[src/rtl/dmem_port_arbiter.sv]
// Two-master arbiter for the single-ported data memory: pipeline MEM stage (A)
// has fixed priority, debug/loader master (B) is guaranteed a slot after MAX_WAIT denials.
module dmem_port_arbiter #(
    parameter int DATA_W   = 32,
    parameter int ADDR_W   = 9,
    parameter int MAX_WAIT = 4
) (
    input  logic              clk,
    input  logic              reset,
    input  logic              a_req,
    input  logic              a_we,
    input  logic [ADDR_W-1:0] a_addr,
    input  logic [DATA_W-1:0] a_wdata,
    output logic              a_ready,
    output logic              a_rvalid,
    output logic [DATA_W-1:0] a_rdata,
    input  logic              b_req,
    input  logic              b_we,
    input  logic [ADDR_W-1:0] b_addr,
    input  logic [DATA_W-1:0] b_wdata,
    output logic              b_ready,
    output logic              b_rvalid,
    output logic [DATA_W-1:0] b_rdata,
    output logic              core_stall,
    output logic              mem_wr,
    output logic              mem_rd,
    output logic [ADDR_W-1:0] mem_addr,
    output logic [DATA_W-1:0] mem_wr_data,
    input  logic [DATA_W-1:0] mem_rd_data
);

    localparam int CNT_W = (MAX_WAIT < 1) ? 1 : $clog2(MAX_WAIT + 1);
    localparam logic [CNT_W-1:0] CNT_MAX = CNT_W'(MAX_WAIT);

    logic [CNT_W-1:0] wait_cnt_q, wait_cnt_d;
    logic             rd_pend_q, rd_pend_d;
    logic             rd_owner_q, rd_owner_d;

    logic force_b;
    logic grant_a;
    logic grant_b;

    assign force_b = b_req & (wait_cnt_q == CNT_MAX);
    assign grant_b = b_req & (~a_req | force_b);
    assign grant_a = a_req & ~grant_b;

    assign a_ready    = grant_a;
    assign b_ready    = grant_b;
    assign core_stall = a_req & ~grant_a;

    always_comb begin
        mem_wr      = 1'b0;
        mem_rd      = 1'b0;
        mem_addr    = '0;
        mem_wr_data = '0;
        if (grant_b) begin
            mem_wr      = b_we;
            mem_rd      = ~b_we;
            mem_addr    = b_addr;
            mem_wr_data = b_wdata;
        end else if (grant_a) begin
            mem_wr      = a_we;
            mem_rd      = ~a_we;
            mem_addr    = a_addr;
            mem_wr_data = a_wdata;
        end
    end

    // Denial counter saturates so a long-starved B keeps its forced slot pending.
    always_comb begin
        wait_cnt_d = wait_cnt_q;
        if (!b_req || grant_b) begin
            wait_cnt_d = '0;
        end else if (wait_cnt_q != CNT_MAX) begin
            wait_cnt_d = wait_cnt_q + CNT_W'(1);
        end
    end

    assign rd_pend_d  = mem_rd;
    assign rd_owner_d = grant_b;

    always_ff @(posedge clk or posedge reset) begin
        if (reset) begin
            wait_cnt_q <= '0;
            rd_pend_q  <= 1'b0;
            rd_owner_q <= 1'b0;
        end else begin
            wait_cnt_q <= wait_cnt_d;
            rd_pend_q  <= rd_pend_d;
            rd_owner_q <= rd_owner_d;
        end
    end

    assign a_rvalid = rd_pend_q & ~rd_owner_q;
    assign b_rvalid = rd_pend_q & rd_owner_q;
    assign a_rdata  = a_rvalid ? mem_rd_data : '0;
    assign b_rdata  = b_rvalid ? mem_rd_data : '0;

endmodule

[config.mk]
export PLATFORM = sky130hd
export DESIGN_NAME = dmem_port_arbiter
export DESIGN_NICKNAME = d
export VERILOG_FILES = /design/src/rtl/dmem_port_arbiter.sv
export SDC_FILE = /design/constraint.sdc
export NUM_CORES = 1
export LEC_CHECK = 0
export ABC_AREA = 1
export CAP_MARGIN = 40
export CORE_ASPECT_RATIO = 0.8
export CORE_MARGIN = 8
export CORE_UTILIZATION = 21
export CTS_BUF_LIST = sky130_fd_sc_hd__clkbuf_2
export CTS_CLUSTER_DIAMETER = 30
export DETAILED_ROUTE_END_ITERATION = 10
export PLACE_DENSITY = 0.89
export SKIP_CTS_REPAIR_TIMING = 1
export SLEW_MARGIN = 20
export SYNTH_ARGS = -nofsm -noshare
export SYNTH_HDL_FRONTEND = slang
export SYNTH_SLANG_ARGS = --single-unit
[constraint.sdc]
create_clock -name clk -period 1.55 [get_ports clk]
set_input_delay 0.155 -clock clk [delete_from_list [all_inputs] [get_ports clk]]
set_output_delay 0.155 -clock clk [all_outputs]
set_load 0.02 [all_outputs]
==> summary.txt <==
Status
  • Status: complete, but fails checks
  • Violated checks: negative setup slack

Critical path
  • Arrival time of the worst setup path: about 1.8 ns
  • List of cells traversed by the critical path: inv_2 > ha_4 > nand2_4 > a21oi_4 > buf_6 > buf_12 > buf_4 > nand2_4 > nand2_2 > buf_6
  • Worst R2R Path Depth: 9
  • Critical-path cell with the highest stage delay: dfrtp_1
  • Largest stage delay on the critical path: ~0.4 ns
  • Setup crit start kind: register
  • Critical path start-end classification: reg2out
  • Data required time at the worst endpoint: roughly 1.4 ns
  • Largest driver fanout on the critical path: 7
  • Kind of capture point of the worst setup path: output pin

Synth
  • Count of distinct cell types in the synthesized netlist: 14
  • Netlist area before placement: about 1300 um^2
  • Synth Instances: 275
  • Number of flops mapped to enable cells by yosys: 0
  • Sequential share of the synthesized area: 9.74%
  • Most frequent cells after synthesis: nand2_1 (89), nor2_1 (68), nand3_1 (44), inv_1 (43), buf_2 (7)
  • Avg Cell Area, Syn: about 4.7 um^2
  • Library cell with the largest summed area after synthesis: nand2_1
  • Top flip-flop cell by instance count after synthesis: dfrtp_1
  • Area contributors post-synth: nand2_1 (26%), nor2_1 (20%), nand3_1 (17%)
  • Register bit count reported by yosys: 5
  • Synth top area share: 26.0%
  • Count of synthesis-stage warnings from yosys: 0
  • Most frequent cell after synthesis: nand2_1
  • Share of synthesized flip-flops with an asynchronous set or reset: 100%
  • Net count after synthesis: 397

Timing
  • Final slew viol count: 0
  • Share of the clock period used by the worst path after layout: 125%
  • Transition time of the tightest slew-check pin: approximately 0.28 ns
  • Setup repair after global routing missed its margin: yes
  • Worst max-slew margin expressed relative to the limit: 81.3%
  • Worst setup slack after layout: -0.383 ns
  • Final hold viol count: 0
  • Minimum clock period after layout: between 1.5 and 2 ns
  • Setup-failing EPs final: between 40 and 50
  • Highest clock rate: about 0.52 GHz
  • Worst clock skew: roughly 0.00031 ns
  • Accumulated negative setup slack: -12.10 ns

Placed design
  • Port-buffer cells: about 230
  • DPL Wire Length: roughly 7700 um
  • Pre-CTS WS: -0.497 ns
  • Global placement routability congestion: 0.779
  • DP Area: 3740 um^2

Cells and area
  • Fraction of layout cells with a size suffix above 1: a little under two fifths
  • Diodes inserted: 0
  • Final layout net count: between 600 and 700
  • Area growth from synthesis to layout: 250%
  • Cell area after layout: 4490 um^2
  • Share of the core filled with cells: 76.0%

Power
  • Largest vdd supply drop: approximately 210 uV
  • Areal power density over the cells: 342 nW/um^2
  • Switching Power: about 0.00066 W
  • Portion of total power attributed to the clock network: 7.8%
  • Leakage dissipation: between 2 and 3 nW
  • Switching Share: 42.6%
  • Cell Int Power: between 0.0008 and 0.0009 W
  • Portion of total power attributed to combinational logic: roughly 83%
  • Sequential power share: between 9 and 10%

Die
  • Vertical extent of the die: about 86 um
  • Die outline width: roughly 100 um
  • Floorplan die area: 8890 um^2
  • Area of the core region: between 5000 and 6000 um^2
  • I/O pin count: between 200 and 250
  • Row count: 25
  • Initial Utilization: a little over a fifth

Drt
  • Antenna-violating nets left: 0
  • First-iteration detailed-routing DRC count: 47
  • TritonRoute pass-1 iters: 6
  • Routed length per instance: around 19 um
  • Routed via count: around 2800
  • Post-detailed-route via-to-cell ratio: roughly 4.7
  • Final routed DRC violation total: 0
  • Detailed Route WL: roughly 11000 um

Clock tree
  • CTS H-tree lvls: 1
  • Worst-path clk slew: 0.06 ns
  • Clock tree from TritonCTS: done
  • Sinks on Clock Net: 5
  • Latest clock arrival within the worst-skew pair: 0.21 ns
  • TritonCTS buffer count: 3
  • Root Buffer: clkbuf_2
  • Clock Path Buffers: 2

Min path
  • Class of the tightest hold or removal check: in2async

Global route
  • Number of antenna violations at the first check in global routing: 0
  • Number of global-route vias before repair: between 2000 and 3000
  • Maximum number of pins on one net before global-route repair: 46
  • Overflow left after global routing: 0
  • First-pass GRT wire length: between 10000 and 15000 um
  • Overall fraction of global-route tracks in use: 18.2%

Job
  • Max-cap check violation count: 0
==> through the flow <==
step	std cells	hold slack, ns	power, W
2_1_floorplan	275	-0.0665	0.000561
3_3_place_gp	579	0.362	0.00122
5_1_grt	605	0.137	0.00162
6_report	605	0.141	0.00154
3_5_place_dp	579	0.377	0.00123
4_1_cts	583	0.128	0.00136
==> routing by layer <==
| layer | track usage (%) | up-vias | share of wire [%] |
|---|---|---|---|
| met5 | 0 | - | 0 |
| li1 | - | 1316 | - |
| met4 | 6.68 | 0 | 3.4 |
| met2 | 36.8 | 171 | 55 |
| met3 | 8.82 | 32 | 11 |
| met1 | 14.0 | 1301 | 30 |
==> placed cells by master, fill, tap and decap left out <==
master	instances
clkdlybuf4s50_1	119
nor2_1	65
buf_6	47
inv_1	40
nand2_2	39
dlymetal6s2s_1	34
nand3_1	32
nand2_4	25
nand2_1	25
buf_4	24
buf_2	15
clkbuf_2	13
buf_12	9
nand3_2	8
clkbuf_16	7
dfrtp_1	5
nand3_4	4
inv_2	3
nor2_2	2
xnor2_1	1
a21oi_4	1
or2_4	1
nor2_4	1
nand3b_1	1
ha_4	1
ha_1	1
clkbuf_4	1
==> worst max-delay path, delay by kind of cell (launching register included) <==
kind                     cells  cell delay [ns]
adder cells (fa/ha/maj)      1             0.16
AND/OR/NAND/NOR              3             0.17
AO/OA/AOI/OAI                1             0.19
flip-flops                   1             0.40
buffers and inverters        5             0.64
==> state kept, by name, indices dropped and copies added (netlist names) <==
register,cells
rd_owner_q,1
rd_pend_q,1
wait_cnt_q,3
==> area by class of cell <==
cell class	instances	area, um^2
repair buffers	265	2810
clock buffers	4	20.0
flip-flops and latches	5	125
multi-input cells	207	1280
fillers	416	1420
well taps	81	101
inverters	43	161
==> cell families (layout without fill, tap and decap cells) <==
kind of cell             count (synthesis)  after routing  share of synthesized area, %
AND/OR/NAND/NOR                        203            203                          64.1
AO/OA/AOI/OAI                            1              1                          1.27
XOR/XNOR                                 1              1                         0.682
flip-flops                               5              5                          9.74
buffers and inverters                   63            312                          22.3
adder cells (fa/ha/maj)                  2              2                          1.95
==> power by group through the flow <==
stage	Sequential, W	Clock, W	Combinational [W]
after global placement	0.000141	0	0.00108
after detailed placement	0.000142	0	0.00109
after CTS	0.000139	0.000129	0.00109
final	0.000140	0.000120	0.00128
after global routing	0.000140	0.000138	0.00134
after floorplan	0.000141	0	0.000420
==> final timing paths <==
kind / from / endpoint / slack (ns)
max in group asynchronous: reset / rd_pend_q$_DFF_PP0_ / 1.24
worst max-delay path: wait_cnt_q[1]$_DFFE_PP0P_ / mem_wr_data[11] / -0.38
worst min-delay path: reset / rd_owner_q$_DFF_PP0_ / 0.14
worst min register to register: wait_cnt_q[0]$_DFFE_PP0P_ / wait_cnt_q[0]$_DFFE_PP0P_ / 0.64
min in group clk: wait_cnt_q[0]$_DFFE_PP0P_ / wait_cnt_q[0]$_DFFE_PP0P_ / 0.64
worst max register to register: wait_cnt_q[1]$_DFFE_PP0P_ / rd_pend_q$_DFF_PP0_ / -0.08
Power figures use the tool's default switching activity.
==> RTL change 1, RTL diff (same settings) <==
The parameter `ADDR_W` goes from 9 to 10.
--- a/src/rtl/dmem_port_arbiter.sv
+++ b/src/rtl/dmem_port_arbiter.sv
@@ -2,7 +2,7 @@
 // has fixed priority, debug/loader master (B) is guaranteed a slot after MAX_WAIT denials.
 module dmem_port_arbiter #(
     parameter int DATA_W   = 32,
-    parameter int ADDR_W   = 9,
+    parameter int ADDR_W   = 10,
     parameter int MAX_WAIT = 4
 ) (
     input  logic              clk,
Interface: changed (resized a_addr, b_addr and mem_addr); port bits go from 232 to 235. The function was not compared with the original's and may differ.
==> RTL change 1 against the original RTL <==
- the flow still finishes with violations (negative setup slack)
- design area decreased by 17%
- global-route usage up 0.37 points
- synthesized cell count rose by 1.1%
- via count is 10% lower
- core utilization decreased by 12 points
- critical endpoint is now mem_addr[8]
- worst setup slack better by 0.14 ns
- sequential power barely moved
- synthesized area is 1.8% lower
- hold slack gained 0.0080 ns
- power decreased by 14%
- routed wire length down 19%
- sequential cell count unchanged
==> RTL change 1: results (changes against the original RTL) <==
status=complete, but fails checks; failing checks=negative setup slack; Max FO, Critical Path=5 (-2); Synth Area in Compound Gates=1.29% (+0.024 points); Nets=636 (-1.7%); Fillers=523 (+26%); Clock Skew=0.00188 ns (+0.00156 ns); Setup violations, final=47 (unchanged); WL met1=3030 um (-11%); Seq/Total Area, Yosys=9.92% (+0.18 points); worst-margin pin slew=0.264 ns (-0.0158 ns); most frequent cells after synthesis=nand2_1 (91), nor2_1 (68), nand3_1 (45); Post-DP HPWL=7710 um (+0.26%); final cell count without fillers=592 (-2.1%); Combinational Power Share=80.8% (-2.3 points); vias in the first global route=2,575 (-2.5%); drt via density=4.28 (-8.1%); DR WL/cell=15.6 um (-17%); Pleak=2.57 nW (-12%); slowest cell delay on critical path=0.38 ns (-0.02 ns); syn_area_per_cell=4.54 sq um (-2.9%); DRT iter0 DRCs=59 (+26%); clock share of power=8.6% (+0.8 points); largest net degree at the start of global routing=37 (-20%); Reg2Reg Depth=7 (-2); gr usage total=18.5% (+0.37 points); Adder-Cell Fraction of Synth Area=1.98% (+0.037 points); share of post-route cells with drive strength above 1=20.2% (-18 points); DP Area=3760 sq um (+0.67%); number of I/O port buffers=234 (+1.3%); first-pass GRT wire length=12,900 um (-0.48%); Worst VDD drop=285 uV (+37%); worst hold slack=0.149 ns (+0.00799 ns); final worst slack=-0.246 ns (+0.137 ns); pre-CTS setup slack=-0.462 ns (+0.0345 ns); met3 wire len=1200 um (-8.6%)
==> RTL change 1: cell types whose count changed in the layout (fill, tap and decap cells not counted), moves of 11 or more <==
cell / unedited run / this run
buf_2: 15 / 4
nand2_2: 39 / 1
clkbuf_2: 13 / 34
nand2_4: 25 / 0
nand3_1: 32 / 45
nand2_1: 25 / 90
buf_6: 47 / 25
==> RTL change 1: per-layer routing <==
layer	global-route usage, %	vias to the layer above
met1	15.3	1094
met2	35.7	140
li1	-	1287
met5	0	-
met3	9.98	14
met4	6.52	0
==> RTL change 1: layout make-up <==
class | instances | area, sq um | share of cell area [%]
Clock buffer | 4 | 20.0 | 0.536
Tap cell | 81 | 101 | 2.71
Multi-Input combinational cell | 210 | 896 | 24.0
Inverter | 43 | 161 | 4.32
Timing Repair Buffer | 249 | 2430 | 65.1
Sequential cell | 5 | 125 | 3.35
==> RTL change 1: metrics by stage <==
stage	setup TNS (ns)	power, mW	utilization [%]
after floorplan	0	0.552	-
after global placement	-23.85	1.22	64.3
after detailed placement	-25.30	1.24	64.3
after CTS	-48.18	1.36	64.7
after global routing	-13.92	1.42	63.9
final	-7.31	1.32	63.9
==> RTL change 1: logic make-up (layout without fill, tap and decap cells) <==
logic type,after synthesis,in the layout
xor gates and xnor gates,1,1
buffers and inverters,63,296
DFF,5,5
AOI/OAI and AO/OA,1,1
adders and majority gates,2,2
and+or+nand+nor,206,206
==> RTL change 1: worst max path at each step <==
stage | endpoint | slack [ns] | depth (start not counted)
after detailed placement | mem_wr_data[2] | -0.46 | 7
after floorplan | mem_wr_data[21] | 0.03 | 7
after global routing | mem_addr[8] | -0.36 | 9
after CTS | mem_wr_data[2] | -0.68 | 8
after global placement | mem_rd | -0.44 | 6
final | mem_addr[8] | -0.25 | 9
==> RTL change 2, RTL diff (same settings) <==
Without the edit above. Reset style: synchronous (`reset`), changed in one clocked block.
--- a/src/rtl/dmem_port_arbiter.sv
+++ b/src/rtl/dmem_port_arbiter.sv
@@ -79,7 +79,7 @@
     assign rd_pend_d  = mem_rd;
     assign rd_owner_d = grant_b;
 
-    always_ff @(posedge clk or posedge reset) begin
+    always_ff @(posedge clk) begin
         if (reset) begin
             wait_cnt_q <= '0;
             rd_pend_q  <= 1'b0;
Behaviour: differs if reset is asserted again (counterexample within 4 cycles, from zero or initial values and one cycle with reset high); with reset held inactive, the same outputs for 10 cycles.
==> RTL change 2 against the original RTL <==
- the run still ends with negative setup slack left
- design area grew 0.36%
- global-route usage is 1.5 points higher
- worst setup slack better by 0.11 ns
- sequential share of layout area fell by 0.51 points
- sequential cell count stayed put
- power decreased by 2.2%
- sequential power shrank 4%
- synthesized cell count is 0.36% higher
- routed wire length is 0.29% higher
- synthesized area fell by 6.0%
==> RTL change 2: results (changes against the original RTL) <==
Clock Skew=0.00589 ns (+0.00558 ns); Seq/Total Area, Yosys=8.29% (-1.4 points); DR WL/cell=18.9 um (+0.29%); TritonRoute pass-1 iters=4 (-2); leading post-synthesis cells by cell area=nand2_1 (41%), nor2_1 (22%), inv_1 (13%); post-placement cell count=584 (+0.86%); Total Neg Setup Slack=-9.26 ns (+2.84 ns); final worst slack=-0.275 ns (+0.108 ns); Fillers=332 (-20%); CP max stage cell=dfxtp_2; Distinct cells, synth=16 (+2); Max FO, Critical Path=15 (+8); post-synth net total=398 (+0.25%); worst skew pair latency=about 0.22 ns; syn_area_per_cell=4.37 sq um (-6.4%); largest net degree at the start of global routing=44 (-4.3%); Synth Flop Type=dfxtp_1; Nets=650 (+0.46%); worst hold path type=input port to flop; share of post-route cells with drive strength above 1=40.2% (+1.9 points); vias in the first global route=2,473 (-6.4%); H-Tree Depth=1 (unchanged); gr usage total=19.7% (+1.5 points); Worst VDD drop=249 uV (+19%); Ys Warns=0 (unchanged); Synth async-reset ratio=0% (-100 points); failing checks=negative setup slack; slowest cell delay on critical path=0.33 ns (-0.07 ns); largest register by flop count=wait_cnt_q; Post-DP HPWL=8080 um (+5.0%); most frequent cells after synthesis=nand2_1 (131), nor2_1 (72), inv_1 (42); critical path's top delay family=buffers and inverters; total CTS buffers=3 (unchanged); DRT iter0 DRCs=50 (+6.4%); Slew headroom=80.0% (-1.3 points); vias post-DR=2,712 (-3.8%); Top Registers=wait_cnt_q (3), rd_owner_q (1), rd_pend_q (1); Ant. Diodes=0 (unchanged); initial antenna violation count=0 (unchanged); number of I/O port buffers=231 (unchanged); routability cong.=0.892 (+15%); Detailed Route WL=11,400 um (+0.29%); Pleak=3.10 nW (+5.9%); status=complete, but fails checks; Setup violations, final=45 (-4.3%); pre-CTS setup slack=-0.542 ns (-0.0456 ns); first-pass GRT wire length=13,200 um (+1.7%)
==> RTL change 2: changes by cell type in the layout (fill, tap and decap cells not counted), sizes merged, moves of 2 or more <==
cell / delta
dfrtp: -5
dlymetal6s2s: +10
buf: -24
nor2: +4
xor2: +2
nand2: +43
dfxtp: +5
clkbuf: +10
nand3: -42
==> RTL change 2: logic make-up (layout without fill, tap and decap cells) <==
family,Yosys count,after routing,share of synthesized area (%)
DFF,5,5,8.29
and+or+nand+nor,208,208,65.8
buffers and inverters,57,308,20.6
AOI/OAI and AO/OA,2,2,1.76
adders and majority gates,2,2,2.07
xor gates and xnor gates,2,2,1.45
==> RTL change 2: path summary, 6_finish.rpt <==
| kind | depth (start not counted) | from | to | slack, ns |
|---|---|---|---|---|
| worst max-delay path | 10 | wait_cnt_q[1] | mem_wr_data[11] | -0.27 |
| worst min-delay path | 4 | b_req | rd_owner_q | 0.46 |
| worst max register to register | 9 | wait_cnt_q[1] | wait_cnt_q[2] | 0.16 |
| worst min register to register | 5 | wait_cnt_q[1] | wait_cnt_q[1] | 0.72 |
==> RTL change 2: metal layers <==
metal  vias to the layer above  part of all wire, %  GRT usage (%)
li1                       1286                    -              -
met1                      1240                   33           17.6
met2                       158                   54           39.3
met3                        28                   10           7.42
met4                         0                  3.3           5.48
met5                         -                    0              0
==> RTL change 2: layout make-up <==
| class | count | share of cell area [%] |
|---|---|---|
| repair buffers | 261 | 62.1 |
| well taps | 78 | 2.16 |
| clock buffers | 3 | 0.333 |
| multi-input cells | 214 | 29.3 |
| flip-flops and latches | 5 | 2.28 |
| inverters | 43 | 3.75 |
| clock inverters | 1 | 0.111 |
==> RTL change 2: tightest hold or removal path, stage by stage <==
cell and delay (ns):
dlymetal6s2s_1 0.16, inv_1 0.15, buf_4 0.14, nor3_2 0.03
==> RTL change 2: report_power, final <==
| group | internal [mW] | switching (mW) |
|---|---|---|
| logic | 0.664 | 0.590 |
| clock network | 0.0582 | 0.0569 |
| registers | 0.133 | 0.00225 |
==> RTL change 2: metrics by stage <==
stage	total power, mW	area, sq um
finish	1.50	4510
global route	1.59	4510
CTS	1.27	3710
detailed placement	1.15	3690
global placement	1.14	3690
floorplan	0.506	1210
